--- config.mk ---
export PLATFORM = sky130hd
export DESIGN_NAME = mult_share_arbiter
export DESIGN_NICKNAME = d
export VERILOG_FILES = /design/src/rtl/mult_share_arbiter_pkg.sv /design/src/rtl/mult_share_arbiter_core.sv /design/src/rtl/mult_share_arbiter.sv
export SDC_FILE = /design/constraint.sdc
export NUM_CORES = 1
export LEC_CHECK = 0
export ABC_AREA = 1
export CAP_MARGIN = 20
export CORE_MARGIN = 1
export CORE_UTILIZATION = 35
export CTS_BUF_LIST = sky130_fd_sc_hd__clkbuf_8
export DETAILED_ROUTE_END_ITERATION = 8
export GPL_TIMING_DRIVEN = 0
export PLACE_DENSITY = 0.59
export SLEW_MARGIN = 10
export SYNTH_ARGS = -nofsm -noshare
export SYNTH_HDL_FRONTEND = slang
export SYNTH_HIERARCHICAL = 1
export SYNTH_SLANG_ARGS = --single-unit
export TNS_END_PERCENT = 10
--- constraint.sdc ---
create_clock -name clk -period 1.5 [get_ports clk]
set_input_delay 0.45 -clock clk [delete_from_list [all_inputs] [get_ports clk]]
set_output_delay 0.45 -clock clk [all_outputs]
set_load 0.01 [all_outputs]
--- src/rtl/mult_share_arbiter_pkg.sv ---
// Shared definitions for the multiplier-sharing arbiter: FSM state
// encodings and a ceil-log2 helper used to size index and counter fields.
package mult_share_arbiter_pkg;

    typedef logic [1:0] state_t;

    localparam state_t ST_IDLE = 2'd0;
    localparam state_t ST_RUN  = 2'd1;
    localparam state_t ST_DONE = 2'd2;

    // Ceil-log2, never less than 1 so it can always size a vector.
    function automatic int clog2(input int n);
        int r;
        r = 0;
        while ((1 << r) < n) begin
            r = r + 1;
        end
        return (r < 1) ? 1 : r;
    endfunction

endpackage

--- src/rtl/mult_share_arbiter_core.sv ---
// Shift-add sequential multiplier datapath (seq_mult_core role).
// start loads the operands and clears the accumulator; each step cycle adds
// the shifted multiplicand when the current multiplier LSB is set.
// last flags the final step so the controller can leave RUN.
module mult_share_arbiter_core
    import mult_share_arbiter_pkg::*;
#(
    parameter int WIDTH = 4
) (
    input  logic                 clk,
    input  logic                 rst,
    input  logic                 start,
    input  logic                 step,
    input  logic [WIDTH-1:0]     a,
    input  logic [WIDTH-1:0]     b,
    output logic [2*WIDTH-1:0]   acc,
    output logic                 last
);

    localparam int CW = clog2(WIDTH);

    logic [2*WIDTH-1:0] mcand;
    logic [WIDTH-1:0]   mplier;
    logic [CW-1:0]      cnt;

    // Operand load on start, one shift-add iteration per step.
    always_ff @(posedge clk or posedge rst) begin
        if (rst) begin
            mcand  <= '0;
            mplier <= '0;
            acc    <= '0;
            cnt    <= '0;
        end else if (start) begin
            mcand  <= {{WIDTH{1'b0}}, a};
            mplier <= b;
            acc    <= '0;
            cnt    <= '0;
        end else if (step) begin
            if (mplier[0]) begin
                acc <= acc + mcand;
            end
            mcand  <= mcand << 1;
            mplier <= mplier >> 1;
            cnt    <= cnt + CW'(1);
        end
    end

    assign last = (cnt == CW'(WIDTH - 1));

endmodule

--- src/rtl/mult_share_arbiter.sv ---
// Round-robin arbiter sharing one shift-add multiplier between NUM_REQ
// requesters, with valid/ready handshakes on both sides.
// Optional build macro: MULT_ZERO_SKIP_EN -- when defined, an operation with
// a zero operand bypasses RUN and goes straight to DONE with a zero product.
//
// state   | meaning
// --------+----------------------------------------------------------
// IDLE    | searching for a requester, grant is combinational
// RUN     | WIDTH shift-add iterations in the datapath
// DONE    | product presented, waiting for rsp_ready
module mult_share_arbiter
    import mult_share_arbiter_pkg::*;
#(
    parameter int NUM_REQ = 2,
    parameter int WIDTH   = 4,
    parameter int IDW     = clog2(NUM_REQ)
) (
    input  logic                     clk,
    input  logic                     rst,
    input  logic [NUM_REQ-1:0]       req_valid,
    output logic [NUM_REQ-1:0]       req_ready,
    input  logic [NUM_REQ*WIDTH-1:0] req_a,
    input  logic [NUM_REQ*WIDTH-1:0] req_b,
    output logic                     rsp_valid,
    input  logic                     rsp_ready,
    output logic [2*WIDTH-1:0]       rsp_p,
    output logic [IDW-1:0]           rsp_id,
    output logic                     busy
);

    state_t             state;
    state_t             state_nxt;
    logic [IDW-1:0]     ptr;
    logic [IDW-1:0]     id;
    logic [IDW-1:0]     winner;
    logic [IDW-1:0]     scan_idx;
    logic [IDW-1:0]     ptr_nxt;
    logic               found;
    logic               hs;
    logic               skip;
    logic               last;
    logic [WIDTH-1:0]   a_sel;
    logic [WIDTH-1:0]   b_sel;
    logic [2*WIDTH-1:0] acc;

    // Round-robin search: first valid requester at or after ptr, wrapping.
    always_comb begin
        found    = 1'b0;
        winner   = '0;
        scan_idx = '0;
        for (int k = 0; k < NUM_REQ; k++) begin
            scan_idx = IDW'((int'(ptr) + k) % NUM_REQ);
            if (!found && req_valid[scan_idx]) begin
                found  = 1'b1;
                winner = scan_idx;
            end
        end
    end

    // One-hot grant, only while idle; held low during reset as well.
    always_comb begin
        req_ready = '0;
        if (!rst && state == ST_IDLE && found) begin
            req_ready[winner] = 1'b1;
        end
    end

    assign hs = |(req_valid & req_ready);

    // Operand mux driven by the current winner.
    always_comb begin
        a_sel = '0;
        b_sel = '0;
        for (int i = 0; i < NUM_REQ; i++) begin
            if (IDW'(i) == winner) begin
                a_sel = req_a[i*WIDTH +: WIDTH];
                b_sel = req_b[i*WIDTH +: WIDTH];
            end
        end
    end

`ifdef MULT_ZERO_SKIP_EN
    assign skip = (a_sel == '0) || (b_sel == '0);
`else
    assign skip = 1'b0;
`endif

    assign ptr_nxt = (winner == IDW'(NUM_REQ - 1)) ? '0 : winner + IDW'(1);

    // Next-state logic; DONE always returns to IDLE so no grant can be
    // issued in the same cycle as the response handshake.
    always_comb begin
        state_nxt = state;
        case (state)
            ST_IDLE: if (hs)        state_nxt = skip ? ST_DONE : ST_RUN;
            ST_RUN:  if (last)      state_nxt = ST_DONE;
            ST_DONE: if (rsp_ready) state_nxt = ST_IDLE;
            default:                state_nxt = ST_IDLE;
        endcase
    end

    // State, round-robin pointer and owner id registers.
    always_ff @(posedge clk or posedge rst) begin
        if (rst) begin
            state <= ST_IDLE;
            ptr   <= '0;
            id    <= '0;
        end else begin
            state <= state_nxt;
            if (hs) begin
                ptr <= ptr_nxt;
                id  <= winner;
            end
        end
    end

    mult_share_arbiter_core #(
        .WIDTH (WIDTH)
    ) u_core (
        .clk   (clk),
        .rst   (rst),
        .start (hs),
        .step  (state == ST_RUN),
        .a     (a_sel),
        .b     (b_sel),
        .acc   (acc),
        .last  (last)
    );

    assign rsp_valid = (state == ST_DONE);
    assign rsp_p     = acc;
    assign rsp_id    = id;
    assign busy      = (state != ST_IDLE);

endmodule

### Word-level counts from Yosys, hierarchy flattened

Cells that the tools add are included.

* logic and storage cells: 62
* input bits: 21
* bits in registers: 26
* output and inout port bits: 13

* $lt $le $gt $ge: 4
* multiplexer cells: 27
* equal/unequal tests: 6
* bitwise operators: 1
* reductions and logical operators: 13
* add/subtract/negate cells: 4

Operator list (count)
* $mux W8: 5
* $mux W4: 4
* $mux W2: 6
* $mux W1: 10
* $add A8 B8 Y8: 1
* $lt A1 B2 Y1 const B: 3
* $pmux W2 S3: 1
* $reduce_bool A2 Y1: 3
* $eq A2 B2 Y1 const B: 2
* $logic_and A1 B1 Y1: 4
* $ne A2 B2 Y1 const B: 2
* $reduce_and A3 Y1: 1
* $add A1 B1 Y1 const B: 2
* $add A2 B1 Y2 const B: 1
* $and A2 B2 Y2: 1
* $eq A2 B1 Y1 const B: 1
* $logic_not A1 Y1: 2
* $logic_not A2 Y1: 1
* $ne A2 B1 Y1 const B: 1
* $reduce_and A2 Y1: 1
* $reduce_or A2 Y1: 1
* $demux W1 S1: 1
* $ge A1 B1 Y1 const B: 1

### Depth between registers and ports, before layout

* depth in word-level cells: 15
* depth in mapped cells: 10
* mapped depth without buffers: 9

### By module

Netlist, hierarchy kept.

By module, submodules not included
* mult_share_arbiter_core: cells each 143, sequential area each 550.5 sq um, area an instance 1217.4 sq um, times used 1
* mult_share_arbiter: cells each 54, sequential area each 100.1 sq um, area an instance 312.8 sq um, times used 1

### Worst setup path before layout

No wires, ideal clock.

* kind: reg-to-reg
* start point: register u_core.acc[0]
* end point: register u_core.acc[2]
* cell stages (with the launch flop): 5
* required time: 1378 ps
* path slack: -146 ps
* period minus slack after synthesis: 1646 ps
* path buffers: 0
* library setup time: 122 ps
* data arrival time: 1524 ps
* path through: dfrtp_1 -> ha_1 -> fa_1 -> or2_2 -> a32o_1

* word-level cells in the longest chain between the ends: 4

Ends and longest elaborated chain
* start: declaration: line mult_share_arbiter_core.sv:16 `output logic [2*WIDTH-1:0] acc,`
* start signal: assignment: line mult_share_arbiter_core.sv:40 `acc <= acc + mcand;`
* $add A8 B8 Y8: line mult_share_arbiter_core.sv:40
* $mux W8: line mult_share_arbiter_core.sv:39 `if (mplier[0]) begin`
* $mux W8: line mult_share_arbiter_core.sv:38 `end else if (step) begin`
* $mux W8: line mult_share_arbiter_core.sv:33 `end else if (start) begin`

No other way between the ends. The select of a mux whose other input is x is not followed.
A chain may end at the register's enable or synchronous reset.

### Worst setup path after layout

* start point: register state[1]
* end point: output req_ready[1]

* word-level cells in the longest chain between the ends: 4

Ends and longest elaborated chain
* start: declaration: line mult_share_arbiter.sv:31 `state_t state;`
* start signal: assignment: line mult_share_arbiter.sv:109 `state <= state_nxt;`
* $logic_not A2 Y1: line mult_share_arbiter.sv:63 `if (!rst && state == ST_IDLE && found) begin`
* $logic_and A1 B1 Y1 (2 in series): line mult_share_arbiter.sv:63
* $mux W2: line mult_share_arbiter.sv:63
* end: declaration: line mult_share_arbiter.sv:21 `output logic [NUM_REQ-1:0] req_ready,`

No other way between the ends.

==> results.json <==
{
  "fin_util_pct": 53.0,
  "synth_nets": 227,
  "ys_seq_elements": 26,
  "grt_max_degree": 23,
  "synth_top_area_share_pct": 42.5,
  "syn_inst": 197,
  "drtPass1Iterations": 4,
  "clk_path_buf_depth": 2,
  "endpoint_kind": "output pin",
  "hold_class": "in2async",
  "drt_iter0_drc": 53,
  "fin_cells": 302,
  "finalCritPeriodShare_pct": 107,
  "tightest_slew_ps": 898,
  "hold_violations": 0,
  "max_cap_viol_count": 0,
  "final_common_cell": "nand2_1",
  "cts_made_buffers": 3,
  "synthTopCellsByArea": "dfrtp_1 43%, nand2_1 18%, ha_1 6.5%",
  "vias": 1432,
  "coreArea_mm2": 0.00409,
  "met2_usage_pct": 29.5,
  "grt-busiest-layer": "met2",
  "fin_skew_ps": 5.14,
  "crit_fanout": 3,
  "vias_per_cell": 4.74,
  "slew_headroom_pct": 40.0,
  "ctsHoldBuffers": 0,
  "cts_sinks": 26,
  "period_needed_ps": 1610,
  "path_class": "reg2out",
  "status": "finished with violations",
  "clkTransAtPathRegs_ps": 100,
  "pre_cts_ws_ps": -981,
  "cp.required_ps": 1050,
  "start_util_pct": 37.4,
  "clkLatencyLatePin_ps": 280,
  "clock-root-buffer": "clkbuf_8",
  "p_per_area_mw_per_mm2": 1930,
  "cts_max_level": 1,
  "place_congestion": 0.767,
  "max-vdd-ir-drop_mv": 0.839,
  "use_met1_pct": 21.3,
  "worstPathArrival_ps": 1160,
  "layout_setup_ws_ps": -106,
  "power_leakage_nw": 1.16,
  "num_io_pins": 34,
  "fp.dieH_um": 68.1,
  "synth_area_leader_cell": "dfrtp_1",
  "dp_cells": 280,
  "areaGrowthSynthToFinish_pct": 41.5,
  "clock.fmax_ghz": 0.623,
  "grt_pass1_wl_mm": 5.80,
  "num_rows": 23,
  "grt_usage_pct": 17.0,
  "synth_cell_types": 30,
  "drive_gt1_share_pct": 22.2,
  "tritoncts": "yes",
  "slew_viol_final": 0,
  "nNetsFinal": 283,
  "die_area_mm2": 0.00464,
  "violations": "negative setup slack",
  "ant_nets": 0,
  "wire_per_inst_um": 11.7,
  "antenna_found_initial": 0,
  "ys_seq_area_share_pct": 42.5,
  "wl_mm": 3.52,
  "setup_violations": 6,
  "rsz0062_at_grt": "true",
  "die_x_um": 68.1,
  "hpwl_mm": 2.48,
  "final_cell_mix": "70 x nand2_1, 26 x dfrtp_1, 17 x clkdlybuf4s50_1, 16 x buf_4, 15 x inv_1",
  "synth_area_mm2": 0.00153,
  "grt_pass1_vias": 1321,
  "start_kind": "flip-flop",
  "synth.avg_cell_area_um2": 7.77,
  "holdWs_ps": 296,
  "grtUsageMet3_pct": 2.50,
  "ys_warn_count": 6,
  "globalRouteOverflowTotal": 0,
  "num_antenna_cells": 0,
  "drc_errors": 0,
  "io_buffers": 33
}
-- kinds of logic (layout without fill, tap and decap cells) --
family,after synthesis,in the layout,synth area share (%)
buffers and inverters,25,80,7.11
XOR/XNOR,2,2,1.14
flip-flops,26,26,42.5
AO/OA/AOI/OAI,24,24,11.0
AND/OR/NAND/NOR,111,111,30.3
adder cells (fa/ha/maj),9,9,7.85
-- cells in the mapped netlist --
master	n
nor3_1	1
dfrtp_1	26
fa_1	1
or2_2	1
a21oi_1	6
nor2_4	1
nand3b_1	3
o22ai_1	4
buf_6	2
o21ai_0	3
nand3_1	12
a22o_1	2
o31ai_1	1
o21ai_1	3
nor2_2	1
a21boi_4	1
a32o_1	1
ha_1	8
nand4_1	1
nor2_1	14
nand2_2	1
xor2_1	1
inv_2	5
xnor2_1	1
nand2_1	75
a22oi_1	1
inv_1	18
a21oi_4	1
or2_1	1
a31oi_1	1
-- layer usage --
metal  part of all wire, %  vias to the layer above
met2                    46                       36
met3                   3.1                        8
met5                     0                        -
li1                      -                      747
met1                    50                      641
met4                   1.7                        0
-- final timing paths --
kind | to | slack, ps | depth (start not counted) | startpoint
setup / recovery | req_ready[1] | -110 | 6 | state[1]$_DFFE_PP0P_
hold / removal | ptr$_DFFE_PP0P_ | 300 | 3 | rst
setup reg to reg | u_core/acc[6]$_DFFE_PP0P_ | -60 | 8 | u_core/mcand[0]$_DFFE_PP0P_
hold reg to reg | u_core/cnt[1]$_DFFE_PP0P_ | 490 | 2 | u_core/cnt[1]$_DFFE_PP0P_
max in group asynchronous | u_core/mcand[2]$_DFFE_PP0P_ | 410 | 2 | rst
min in group clk | u_core/cnt[1]$_DFFE_PP0P_ | 490 | 2 | u_core/cnt[1]$_DFFE_PP0P_
-- layout make-up --
class | count | area [um^2]
flip-flops and latches | 26 | 651
repair buffers | 50 | 427
inverters | 23 | 96.3
multi-input cells | 146 | 842
clock buffers | 4 | 55.1
plain buffers | 2 | 26.3
well taps | 50 | 62.6
repair inverters | 1 | 6.26
fillers | 410 | 1920
-- worst max-delay path, cell delays in order (launching register included) --
cell and delay (ps):
dfrtp_1 430, inv_2 90, nand2_2 60, nor2_2 90, nand2_2 60, inv_1 50
buf_2 110
-- stage by stage --
stage                     setup TNS (ps)  area (um^2)  total power (W)
after floorplan                     -164         1540          0.00274
after CTS                           -458         2120          0.00406
after global placement            -20350         1930          0.00337
after global routing               -1560         2170          0.00457
final                               -391         2170          0.00417
after detailed placement          -20290         1930          0.00340
-- flip-flops by register name (all words and copies together) (netlist names) --
signal / count
rsp_id: 1
u_core/acc: 8
u_core/cnt: 2
state: 2
ptr: 1
u_core/mcand: 8
u_core/mplier: 4
-- repair_timing --
action	in CTS	in global routing
setup buffers	14	4
setup endpoints to repair	35	20
hold endpoints to repair	0	0
pin swaps	9	5
gates cloned	1	0
gates resized for setup	43	9
-- where the power goes --
part	switching [W]	internal, W	leakage, nW
clock network	0.000243	0.000235	0.0288
logic	0.00133	0.00112	0.798
registers	0.000238	0.00101	0.330
No activity file was read; power rests on OpenSTA's default activity.
==> edit 1, RTL diff (same flow settings) <==
Add a define of `MULT_ZERO_SKIP_EN`.
--- a/src/rtl/mult_share_arbiter.sv
+++ b/src/rtl/mult_share_arbiter.sv
@@ -8,6 +8,8 @@
 // IDLE    | searching for a requester, grant is combinational
 // RUN     | WIDTH shift-add iterations in the datapath
 // DONE    | product presented, waiting for rsp_ready
+`define MULT_ZERO_SKIP_EN
+
 module mult_share_arbiter
     import mult_share_arbiter_pkg::*;
 #(
Behaviour: not the same (a bounded check fails within 4 cycles, from zero or initial values and one cycle with rst high).
==> edit 1 against the original RTL <==
The run still ends with setup timing left. Critical path depth shrank 2. Sequential cell count is the same. Worst setup slack lost 58 ps. Total power grew 2.3%. Area after synthesis grew 7.1%. Routed wire length grew 6.0%. Clock skew is essentially flat. Core utilization shrank 1.5 points. Design area grew 5.0%.
==> edit 1: results <==
{
  "yosys-top-cells-count": "nand2_1 (63), dfrtp_1 (26), inv_1 (21)",
  "signal_buffers": 48,
  "dpl_cell_area_um2": 2032,
  "met2_wirelength_um": 1894,
  "dp_cells": 297,
  "setup_viol": 14,
  "clock_area_share_pct": 3.135,
  "timing.slew.headroom_pct": 43.48,
  "grt_util_met1_pct": 21.16,
  "yosys.area_share.adder_pct": 7.328,
  "synth.distinct_cells": 32,
  "seq_area_frac_synth_pct": 39.69,
  "hold_ws_ps": 298.0,
  "irDropWorstVdd_uv": 1064,
  "pre_cts_slack_ps": -915.8,
  "run_status": "finished, violations left",
  "die_x_um": 70.43,
  "pwr-share-seq_pct": 29.6,
  "met3_length_um": 67,
  "post_cts_buffers": 12,
  "internal-power_mw": 2.473,
  "setup_ws_ps": -163.7,
  "fill_cells": 424,
  "cp_max_fo": 5,
  "finClkSkew_ps": 4.678,
  "r2r_cells": 4,
  "final-nonclk-buf-share_pct": 19.03,
  "synth-xor-area-share_pct": 1.069,
  "violations": "setup timing",
  "multi_input_area_share_pct": 41.97,
  "synth_compound_area_share_pct": 9.847,
  "crit_arrival_ps": 1210,
  "final.setup.tns_ps": -793.4,
  "first_iter_violations": 37,
  "met3_usage_pct": 2.597,
  "synth_area_leaders": "dfrtp_1 (40%), nand2_1 (14%), ha_1 (6.1%)",
  "met2_usage_pct": 31.43,
  "initial_utilization_pct": 37.13,
  "power.leakage_nw": 1.172,
  "timing.rr.end": "u_core/acc[2]$_DFFE_PP0P_",
  "area_growth_pct": 38.78,
  "port_buffers": 32,
  "syn_inst": 213,
  "vias": 1494,
  "clkbuf_count": 3,
  "drt-met1-wl_um": 1744
}
==> edit 1: cell count changes in the layout (fill, tap and decap cells not counted), sizes merged, moves of 2 or more <==
| cell | before | now |
|---|---|---|
| nand3 | 12 | 19 |
| nor2 | 16 | 22 |
| nand2 | 76 | 73 |
| a21oi | 7 | 9 |
| buf | 22 | 20 |
| clkbuf | 5 | 3 |
| dlygate4sd2 | 12 | 10 |
| inv | 24 | 26 |
==> edit 1: how the worst max path moves through the flow <==
| stage | startpoint | endpoint | slack (ps) | cells after the start |
|---|---|---|---|---|
| after global routing | state[0]$_DFFE_PP0P_ | req_ready[0] | -250 | 4 |
| after CTS | state[1]$_DFFE_PP0P_ | req_ready[0] | -160 | 4 |
| after floorplan | u_core/acc[0]$_DFFE_PP0P_ | u_core/acc[2]$_DFFE_PP0P_ | -40 | 4 |
| after global placement | req_valid[0] | req_ready[1] | -910 | 6 |
| final | state[0]$_DFFE_PP0P_ | req_ready[1] | -160 | 4 |
| after detailed placement | req_valid[0] | req_ready[1] | -920 | 6 |
==> edit 2, RTL diff (same settings) <==
Made on the original files. Make the reset (`rst`) synchronous in 2 clocked blocks.
--- a/src/rtl/mult_share_arbiter_core.sv
+++ b/src/rtl/mult_share_arbiter_core.sv
@@ -24,7 +24,7 @@
     logic [CW-1:0]      cnt;
 
     // Operand load on start, one shift-add iteration per step.
-    always_ff @(posedge clk or posedge rst) begin
+    always_ff @(posedge clk) begin
         if (rst) begin
             mcand  <= '0;
             mplier <= '0;
--- a/src/rtl/mult_share_arbiter.sv
+++ b/src/rtl/mult_share_arbiter.sv
@@ -100,7 +100,7 @@
     end
 
     // State, round-robin pointer and owner id registers.
-    always_ff @(posedge clk or posedge rst) begin
+    always_ff @(posedge clk) begin
         if (rst) begin
             state <= ST_IDLE;
             ptr   <= '0;
Formal check against the unedited RTL: differs if rst is asserted again (counterexample within 4 cycles, from zero or initial values and one cycle with rst high); with rst held inactive, the same outputs for 10 cycles.
==> edit 2 against the original RTL <==
The run still ends with setup timing left. Routed wire length shrank 5.9%. Die area shrank 2.0%. Design area shrank 4.1%. Sequential cell count is the same. Worst setup slack gained 18 ps. Area after synthesis shrank 2.0%. Critical path type is now input pin to primary output.
Power is not compared: it rests on default switching activity, and its combinational part moved more than twofold at a synthesized area within 25%.
==> edit 2: results <==
{
  "async_flop_share_pct": 0,
  "hp-class": "register to register",
  "violations": "setup timing",
  "drive_above_1_share_pct": 20.77,
  "crit_arrival_ps": 1140,
  "setup_viol": 3,
  "run_status": "finished, violations left",
  "final.setup.tns_ps": -215.3,
  "routed_wl_um": 3315,
  "dp_cells": 299,
  "worst_slew_pin_slew_ps": 468.1,
  "critical-path-max-stage-delay_ps": 200,
  "syn_inst": 216,
  "synth.distinct_cells": 28,
  "place_congestion": 0.7544,
  "final_nets": 291,
  "seq_area_frac_synth_pct": 34.72,
  "setup_ws_ps": -88.11,
  "first_iter_violations": 60,
  "synthFlopType": "dfxtp_1",
  "finClkSkew_ps": 3.036,
  "grt_pass1_wl_um": 5630,
  "rr_startpoint": "u_core/acc[0]$_SDFFE_PP0P_",
  "grt_util_met1_pct": 21.05,
  "slowest_stage": "dlygate4sd2_1",
  "dp_hpwl_um": 2494,
  "grt_pass1_vias": 1290,
  "grt_max_degree": 16,
  "met3_usage_pct": 4.223
}
==> edit 2: cells by family after synthesis <==
group	share of synthesized area, %
DFF	34.72
adders and majority gates	8.014
AOI/OAI and AO/OA	13.77
buffers and inverters	9.766
and+or+nand+nor	31.97
xor gates and xnor gates	1.753
==> edit 2: final timing paths <==
path	endpoint	slack [ps]	cells past startpoint
setup / recovery	req_ready[1]	-90	7
hold reg to reg	rsp_id$_SDFFE_PP0P_	470	2
setup reg to reg	u_core/acc[6]$_SDFFE_PP0P_	-50	11
hold / removal	rsp_id$_SDFFE_PP0P_	470	2
==> edit 2: worst max-delay path, delay by kind of cell <==
family                 cells  cell delay [ps]
buffers and inverters      4              400
AND/OR/NAND/NOR            3              290
==> edit 2: layout make-up <==
class | instances | area [µm²] | area share (%)
Multi-Input combinational cell | 152 | 890.9 | 42.89
Timing Repair Buffer | 40 | 370.4 | 17.83
Buffer | 2 | 11.26 | 0.5422
Tap cell | 50 | 62.56 | 3.012
Sequential cell | 26 | 528.0 | 25.42
Clock buffer | 3 | 41.29 | 1.988
Clock inverter | 1 | 30.03 | 1.446
Inverter | 36 | 142.6 | 6.867
==> edit 2: where the power goes <==
| part | internal [mW] | switching [mW] | leakage [nW] | total (mW) |
|---|---|---|---|---|
| clock | 0.357 | 0.235 | 0.0357 | 0.592 |
| combinational | 0.190 | 0.241 | 0.789 | 0.431 |
| sequential | 0.746 | 0.0346 | 0.215 | 0.781 |
| total | 1.29 | 0.510 | 1.04 | 1.80 |
==> edit 2: per-layer routing <==
layer	part of all wire, %	wire length [µm]	vias to the layer above
met5	0	0	-
met4	0.42	14	0
met3	2.7	91	2
met2	48	1576	16
met1	49	1633	620
li1	-	-	781
==> edit 2: timing repair <==
item | in CTS | in global routing
setup endpoints to repair | 35 | 26
hold buffers | 0 | 0
setup buffers | 4 | 3
pin swaps | 5 | 7
gates resized for setup | 43 | 17
endpoints found under the hold margin | 0 | 0
==> edit 2: per-stage QoR <==
stage               worst slack, ps  power, mW  instance area (µm²)  utilization (%)
finish                       -88.11      1.804                 2077            51.19
global route                 -160.7      1.910                 2077            51.19
CTS                          -124.8      1.803                 2009            49.52
detailed placement           -957.9      1.202                 1903            46.90
global placement             -940.0      1.200                 1903            46.90
floorplan                    -38.04      1.051                 1510                -
